$ cat src/rtl/mem_wb_stage.sv
// MEM/WB pipeline stage with a request/ack data-memory port and a MEM/WB result register.
// Memory accesses stall the upstream stages. A misaligned address or an ack timeout raises a one-cycle error pulse.
module mem_wb_stage #(
  parameter int unsigned TIMEOUT = 16
) (
  input  logic        clk_i,
  input  logic        rst_n_i,
  input  logic [31:0] ALUResult_i,
  input  logic [31:0] StoreData_i,
  input  logic [4:0]  WriteReg_i,
  input  logic        RegWrite_i,
  input  logic        MemToReg_i,
  input  logic        MemRead_i,
  input  logic        MemWrite_i,
  output logic        dmem_req_o,
  output logic        dmem_we_o,
  output logic [31:0] dmem_addr_o,
  output logic [31:0] dmem_wdata_o,
  input  logic        dmem_ack_i,
  input  logic [31:0] dmem_rdata_i,
  output logic        stall_o,
  output logic        RegWrite_o,
  output logic [4:0]  WriteReg_o,
  output logic [31:0] WriteData_o,
  output logic        misalign_o,
  output logic        bus_err_o
);

  localparam int unsigned CW = (TIMEOUT < 2) ? 1 : $clog2(TIMEOUT + 1);

  typedef enum logic [1:0] {S_IDLE, S_ACCESS, S_DONE} state_t;

  state_t      state_q, state_d;
  logic        req_q, req_d;
  logic        we_q, we_d;
  logic [31:0] addr_q, addr_d;
  logic [31:0] wdata_q, wdata_d;
  logic        regwrite_q, regwrite_d;
  logic [4:0]  writereg_q, writereg_d;
  logic [31:0] writedata_q, writedata_d;
  logic        misalign_q, misalign_d;
  logic        bus_err_q, bus_err_d;
  logic [CW-1:0] cnt_q, cnt_d;
  logic [31:0] load_q, load_d;
  logic        abort_q, abort_d;

  logic memop;
  logic aligned;

  assign memop   = MemRead_i | MemWrite_i;
  assign aligned = (ALUResult_i[1:0] == 2'b00);

  always_comb begin
    state_d     = state_q;
    req_d       = req_q;
    we_d        = we_q;
    addr_d      = addr_q;
    wdata_d     = wdata_q;
    regwrite_d  = regwrite_q;
    writereg_d  = writereg_q;
    writedata_d = writedata_q;
    misalign_d  = 1'b0;
    bus_err_d   = 1'b0;
    cnt_d       = cnt_q;
    load_d      = load_q;
    abort_d     = abort_q;
    stall_o     = 1'b0;

    case (state_q)
      S_IDLE: begin
        if (memop && aligned) begin
          stall_o    = 1'b1;
          state_d    = S_ACCESS;
          req_d      = 1'b1;
          we_d       = MemWrite_i;
          addr_d     = ALUResult_i;
          wdata_d    = StoreData_i;
          cnt_d      = '0;
          abort_d    = 1'b0;
          regwrite_d = 1'b0;
        end else if (memop) begin
          misalign_d = 1'b1;
          regwrite_d = 1'b0;
        end else begin
          regwrite_d  = RegWrite_i;
          writereg_d  = WriteReg_i;
          writedata_d = ALUResult_i;
        end
      end

      S_ACCESS: begin
        stall_o    = 1'b1;
        regwrite_d = 1'b0;
        // An ack on the final allowed cycle still counts as a normal completion.
        if (dmem_ack_i) begin
          load_d  = dmem_rdata_i;
          req_d   = 1'b0;
          state_d = S_DONE;
        end else if (cnt_q == CW'(TIMEOUT - 1)) begin
          req_d     = 1'b0;
          bus_err_d = 1'b1;
          abort_d   = 1'b1;
          state_d   = S_DONE;
        end else begin
          cnt_d = cnt_q + 1'b1;
        end
      end

      S_DONE: begin
        state_d = S_IDLE;
        if (MemWrite_i || abort_q) begin
          regwrite_d = 1'b0;
        end else begin
          regwrite_d  = RegWrite_i;
          writereg_d  = WriteReg_i;
          writedata_d = MemToReg_i ? load_q : ALUResult_i;
        end
      end

      default: state_d = S_IDLE;
    endcase
  end

  always_ff @(posedge clk_i or negedge rst_n_i) begin
    if (!rst_n_i) begin
      state_q     <= S_IDLE;
      req_q       <= 1'b0;
      we_q        <= 1'b0;
      addr_q      <= '0;
      wdata_q     <= '0;
      regwrite_q  <= 1'b0;
      writereg_q  <= '0;
      writedata_q <= '0;
      misalign_q  <= 1'b0;
      bus_err_q   <= 1'b0;
      cnt_q       <= '0;
      load_q      <= '0;
      abort_q     <= 1'b0;
    end else begin
      state_q     <= state_d;
      req_q       <= req_d;
      we_q        <= we_d;
      addr_q      <= addr_d;
      wdata_q     <= wdata_d;
      regwrite_q  <= regwrite_d;
      writereg_q  <= writereg_d;
      writedata_q <= writedata_d;
      misalign_q  <= misalign_d;
      bus_err_q   <= bus_err_d;
      cnt_q       <= cnt_d;
      load_q      <= load_d;
      abort_q     <= abort_d;
    end
  end

  assign dmem_req_o   = req_q;
  assign dmem_we_o    = we_q;
  assign dmem_addr_o  = addr_q;
  assign dmem_wdata_o = wdata_q;
  assign RegWrite_o   = regwrite_q;
  assign WriteReg_o   = writereg_q;
  assign WriteData_o  = writedata_q;
  assign misalign_o   = misalign_q;
  assign bus_err_o    = bus_err_q;

endmodule
$ cat config.mk
export PLATFORM = sky130hd
export DESIGN_NAME = mem_wb_stage
export DESIGN_NICKNAME = d
export VERILOG_FILES = /design/src/rtl/mem_wb_stage.sv
export SDC_FILE = /design/constraint.sdc
export NUM_CORES = 1
export LEC_CHECK = 0
export CAP_MARGIN = 20
export CORE_AREA = 2 2 103 130
export CTS_CLUSTER_SIZE = 25
export DETAILED_ROUTE_END_ITERATION = 10
export DIE_AREA = 0 0 105 132
export PLACE_DENSITY_LB_ADDON = 0.08
export SLEW_MARGIN = 20
export SYNTH_ARGS = -nofsm -noshare
export SYNTH_HDL_FRONTEND = slang
export SYNTH_SLANG_ARGS = --single-unit
export TNS_END_PERCENT = 30
$ cat constraint.sdc
create_clock -name clk_i -period 4.1 [get_ports clk_i]
set_input_delay 1.23 -clock clk_i [delete_from_list [all_inputs] [get_ports clk_i]]
set_output_delay 1.23 -clock clk_i [all_outputs]
set_load 0.01 [all_outputs]
## Word level (Yosys, flattened, before mapping)

Cells that the tools add are included.
Widths: inputs -> output; s select.

- Word-level logic and storage cells: 77
- Output and inout bits: 107
- Flip-flop bits (word level): 146

- Reductions and logical operators: 14
- Eq/ne operators: 11
- $add $sub $neg: 1
- Bitwise operators: 1
- Mux-type cells: 37

Operator list:

| cell | number |
|---|---|
| $mux 32 | 4 |
| $pmux 32 s2 | 1 |
| $mux 5 | 6 |
| $pmux 5 s2 | 2 |
| $mux 1 | 16 |
| $ne 2x2->1 const B | 7 |
| $reduce_and 4->1 | 3 |
| $mux 2 | 3 |
| $pmux 1 s2 | 3 |
| $reduce_and 2->1 | 3 |
| $add 5x1->5 const B | 1 |
| $eq 5x4->1 const B | 1 |
| $logic_not 2->1 | 2 |
| $pmux 2 s2 | 1 |
| $reduce_bool 2->1 | 2 |
| $ne 3x3->1 const B | 1 |
| $pmux 1 s3 | 1 |
| $reduce_and 3->1 | 1 |
| $reduce_bool 3->1 | 1 |
| $eq 2x1->1 const B | 1 |
| $eq 2x2->1 const B | 1 |
| $logic_and 1x1->1 | 1 |
| $logic_or 1x1->1 | 1 |
| $or 1x1->1 | 1 |

## Depth between registers and ports, before layout

- Depth in word-level cells: 4
- Mapped depth: 9

## Worst setup path after synthesis

Ideal clock, no wire load.

- Kind: input -> output
- Start: in MemRead_i
- End: out stall_o
- Stages on the path: 6
- Data required time: 2.870 ns
- Data arrival time: 2.249 ns
- Path slack: 0.621 ns
- Cell sequence: o21ai_1 or3_1 clkbuf_1 buf_2 buf_2 nand2_1

- Longest elaborated chain between the ends: 4

Ends and longest elaborated chain:

| element | RTL line | source |
|---|---|---|
| start, declared | 13 | `input logic MemRead_i,` |
| $or 1x1->1 | 50 | `assign memop = MemRead_i \| MemWrite_i;` |
| $logic_and 1x1->1 | 71 | `if (memop && aligned) begin` |
| $mux 1 | 71 |  |
| $pmux 1 s2 | 69 | `case (state_q)` |
| end, declared | 21 | `output logic stall_o,` |

No other way between the ends.

## Final worst setup path

Ends and elaborated chain as after synthesis.

==> results.sh <==
export IMPL_status="finished, final reports clean"
export IMPL_grt_pass1_wl_um=25500
export IMPL_async_reset_ff_share_pct=100
export IMPL_fin_tns_setup_ns=0
export IMPL_design_area_mm2=0.00897
export IMPL_cts_buffer_depth=2
export IMPL_startpoint_type="input port"
export IMPL_hp_class="reg2reg"
export IMPL_ys_seq_elements=146
export IMPL_routedWlPerCell_um=16.1
export IMPL_vdd_ir_drop_max_mv=0.468
export IMPL_regToRegEndpoint="cnt_q[3]"
export IMPL_placed_cell_area_mm2=0.00833
export IMPL_cp_slowest_stage_delay_ns=0.48
export IMPL_rrSetupSlack_ns=1.74
export IMPL_remaining_drc_errors=0
export IMPL_diodes=0
export IMPL_routabilityCongestion=0.824
export IMPL_min_to="dmem_addr_o[18]"
export IMPL_cp_end_kind="output port"
export IMPL_hold_viol=0
export IMPL_tightest_slew_ns=0.872
export IMPL_die_height_um=132
export IMPL_wl_met3_um=1350
export IMPL_critPathMaxFanout=2
export IMPL_grt_pass1_vias=4935
export IMPL_maxCapViolCount=0
export IMPL_period_needed_ns=3.92
export IMPL_final_util_pct=71.5
export IMPL_die_area_mm2=0.0139
export IMPL_slew_violations=0
export IMPL_routed_wl_um=15500
export IMPL_finalCritPeriodShare_pct=95.5
export IMPL_ios=215
export IMPL_max_clock_freq_ghz=0.255
export IMPL_synth_area_mm2=0.00594
export IMPL_whs_path_depth=2
export IMPL_start_util_pct=47.4
export IMPL_p_leak_nw=4.26
export IMPL_crit_type="in2out"
export IMPL_rows=46
export IMPL_cts_tree="built"
export IMPL_clk_pin_slew_ns=0.06
export IMPL_final_seq_area_mm2=0.00365
export IMPL_firstDrtPassIters=4
export IMPL_dp_hpwl_um=10800
export IMPL_die_x_um=105
export IMPL_r2r_cells=7
export IMPL_syn2layout_area_growth_pct=51.0
export IMPL_drt_iter0_drc=191
export IMPL_grt_max_degree=72
export IMPL_fill_cells=931
export IMPL_cts_max_level=4
export IMPL_post_place_ws_ns=-0.0788
export IMPL_ys_flop_type="dfrtp_1"
export IMPL_drive_above_1_share_pct=7.03
export IMPL_wl_met2_um=7700
export IMPL_cts_buffers=17
export IMPL_synth_cell_types=31
export IMPL_ys_warn_count=0
export IMPL_overflow=0
export IMPL_io_buffers=214
export IMPL_synth_nets=680
export IMPL_path_cells="clkdlybuf4s50_1 -> o21ai_1 -> or3_2 -> nand2_1 -> dlygate4sd2_1"
export IMPL_root_buffer="clkbuf_16"
export IMPL_avgSynthCellArea_um2=10.5
export IMPL_crit_slowest_cell="clkdlybuf4s50_1"
export IMPL_nets=901
export IMPL_rsz0062_at_grt="false"
export IMPL_synth_edf_count=0
export IMPL_fin_skew_ns=0.00576
export IMPL_core_area_mm2=0.0125
export IMPL_rr_startpoint="state_q[1]"
export IMPL_synth_sequential_area_ratio_pct=61.5
export IMPL_critical_path_required_ns=2.87
export IMPL_netlist_instances=564
export IMPL_fin_ws_ns=0.185
export IMPL_worstPathArrival_ns=2.69
export IMPL_vias=4802
export IMPL_cts_sinks=146
export IMPL_ant_nets=0
export IMPL_setup_viol=0
export IMPL_antenna_found_initial=1
export IMPL_multi_input_area_mm2=0.00218
export IMPL_hold_start="dmem_addr_o[18]"
export IMPL_powerDensity_mw_per_mm2=752
export IMPL_insertion_delay_ns=0.41
export IMPL_grt_usage_pct=23.4
export IMPL_avgViaCountPerCell=4.98
export IMPL_top_layer_used="met5"
export IMPL_wl_met1_um=6140
export IMPL_hold_buffers=0
export IMPL_relSlewSlack_pct=41.7
-- placed cells by master, fill, tap and decap left out --
| cell type | n |
|---|---|
| nor4_1 | 1 |
| inv_6 | 1 |
| a22o_1 | 1 |
| inv_1 | 6 |
| or3_2 | 1 |
| nor3_4 | 2 |
| mux2i_1 | 33 |
| nand2_2 | 2 |
| o21ai_1 | 3 |
| a22oi_1 | 1 |
| nor2_1 | 42 |
| o2bb2ai_1 | 1 |
| dlygate4sd2_1 | 1 |
| buf_12 | 1 |
| nand3b_1 | 2 |
| a21oi_1 | 34 |
| nand2b_1 | 1 |
| o211ai_1 | 1 |
| clkdlybuf4s50_1 | 212 |
| a21o_1 | 1 |
| clkinvlp_4 | 3 |
| o32ai_2 | 1 |
| dfrtp_1 | 146 |
| buf_4 | 14 |
| mux2_2 | 2 |
| o31ai_2 | 1 |
| and2_1 | 2 |
| o21ai_0 | 6 |
| buf_6 | 1 |
| nand4_1 | 1 |
| clkbuf_16 | 17 |
| a32o_1 | 1 |
| a31oi_1 | 3 |
| clkinv_4 | 3 |
| bufinv_16 | 4 |
| nand2_1 | 196 |
| mux2_1 | 36 |
| ha_1 | 8 |
| clkbuf_8 | 3 |
| and3_1 | 2 |
-- critical path, delay by kind of cell --
| kind | cells | cell delay (ns) |
|---|---|---|
| buf+inv | 2 | 0.78 |
| compound gates | 1 | 0.12 |
| simple gates | 2 | 0.55 |
-- Yosys cell counts, drive strengths merged (2+ instances only) --
cell / instances / area (um^2)
mux2: 38 / 428
nor3: 2 / 20.0
mux2i: 33 / 330
a21oi: 34 / 170
and3: 2 / 12.5
nand2: 198 / 743
ha: 8 / 100
dfrtp: 146 / 3650
clkbuf: 14 / 52.6
nor2: 42 / 158
nand3b: 2 / 15.0
buf: 13 / 58.8
and2: 2 / 12.5
a31oi: 3 / 18.8
inv: 6 / 22.5
o21ai: 9 / 45.0
-- report_power, final --
| group | internal, mW | total, mW | switching, mW |
|---|---|---|---|
| Combinational | 1.40 | 2.62 | 1.21 |
| Sequential | 2.12 | 2.48 | 0.359 |
| Clock | 1.07 | 1.66 | 0.587 |
| Total | 4.59 | 6.75 | 2.16 |
-- timing repair --
action                     in CTS  in global routing
setup buffers                   0                  0
gates resized for setup         1                  0
hold endpoints to repair        0                  0
setup endpoints to repair       1                  0
-- sequential cells by signal, summed over array words and instances, names as in the netlist, 2 cells and up --
signal,flops
WriteData_o,32
WriteReg_o,5
cnt_q,5
dmem_addr_o,32
dmem_wdata_o,32
load_q,32
state_q,2
-- cell families (layout without fill, tap and decap cells) --
logic type                 Yosys count  after routing  share of synthesized area (%)
AOI/OAI and AO/OA                   54             54                           5.26
DFF                                146            146                           61.5
buffers and inverters               33            266                           2.25
adders and majority gates            8              8                           1.68
and+or+nand+nor                    252            252                           16.6
muxes                               71             71                           12.8
-- worst max-delay path by stage --
stage / from / to / cells after the start
after floorplan: MemRead_i / stall_o / 6
after global placement: MemRead_i / stall_o / 5
after detailed placement: MemRead_i / stall_o / 5
after CTS: MemRead_i / stall_o / 5
after global routing: MemRead_i / stall_o / 5
final: MemRead_i / stall_o / 5
-- layout make-up --
type | instances | share of cell area [%]
inverter | 6 | 0.251
clock buffer | 20 | 5.20
multi-input combinational | 385 | 24.2
sequential | 146 | 40.7
tap | 168 | 2.34
clock inverter | 11 | 1.98
timing repair buffer | 229 | 25.3
-- through the flow --
stage          cells  total power [mW]  hold WS [ns]
6_report         965              6.75         0.471
5_1_grt          965              7.18         0.494
4_1_cts          965              6.84         0.475
3_5_place_dp     934              5.14         0.461
3_3_place_gp     934              5.02         0.456
2_1_floorplan    564              3.66         0.456
-- metal layers --
metal  vias to the layer above  global-route usage (%)
li1                       2289                       -
met3                        23                    9.29
met4                         2                    7.78
met1                      2310                    27.4
met5                         -                       0
met2                       178                    39.2
Power figures use the tool's default switching activity.
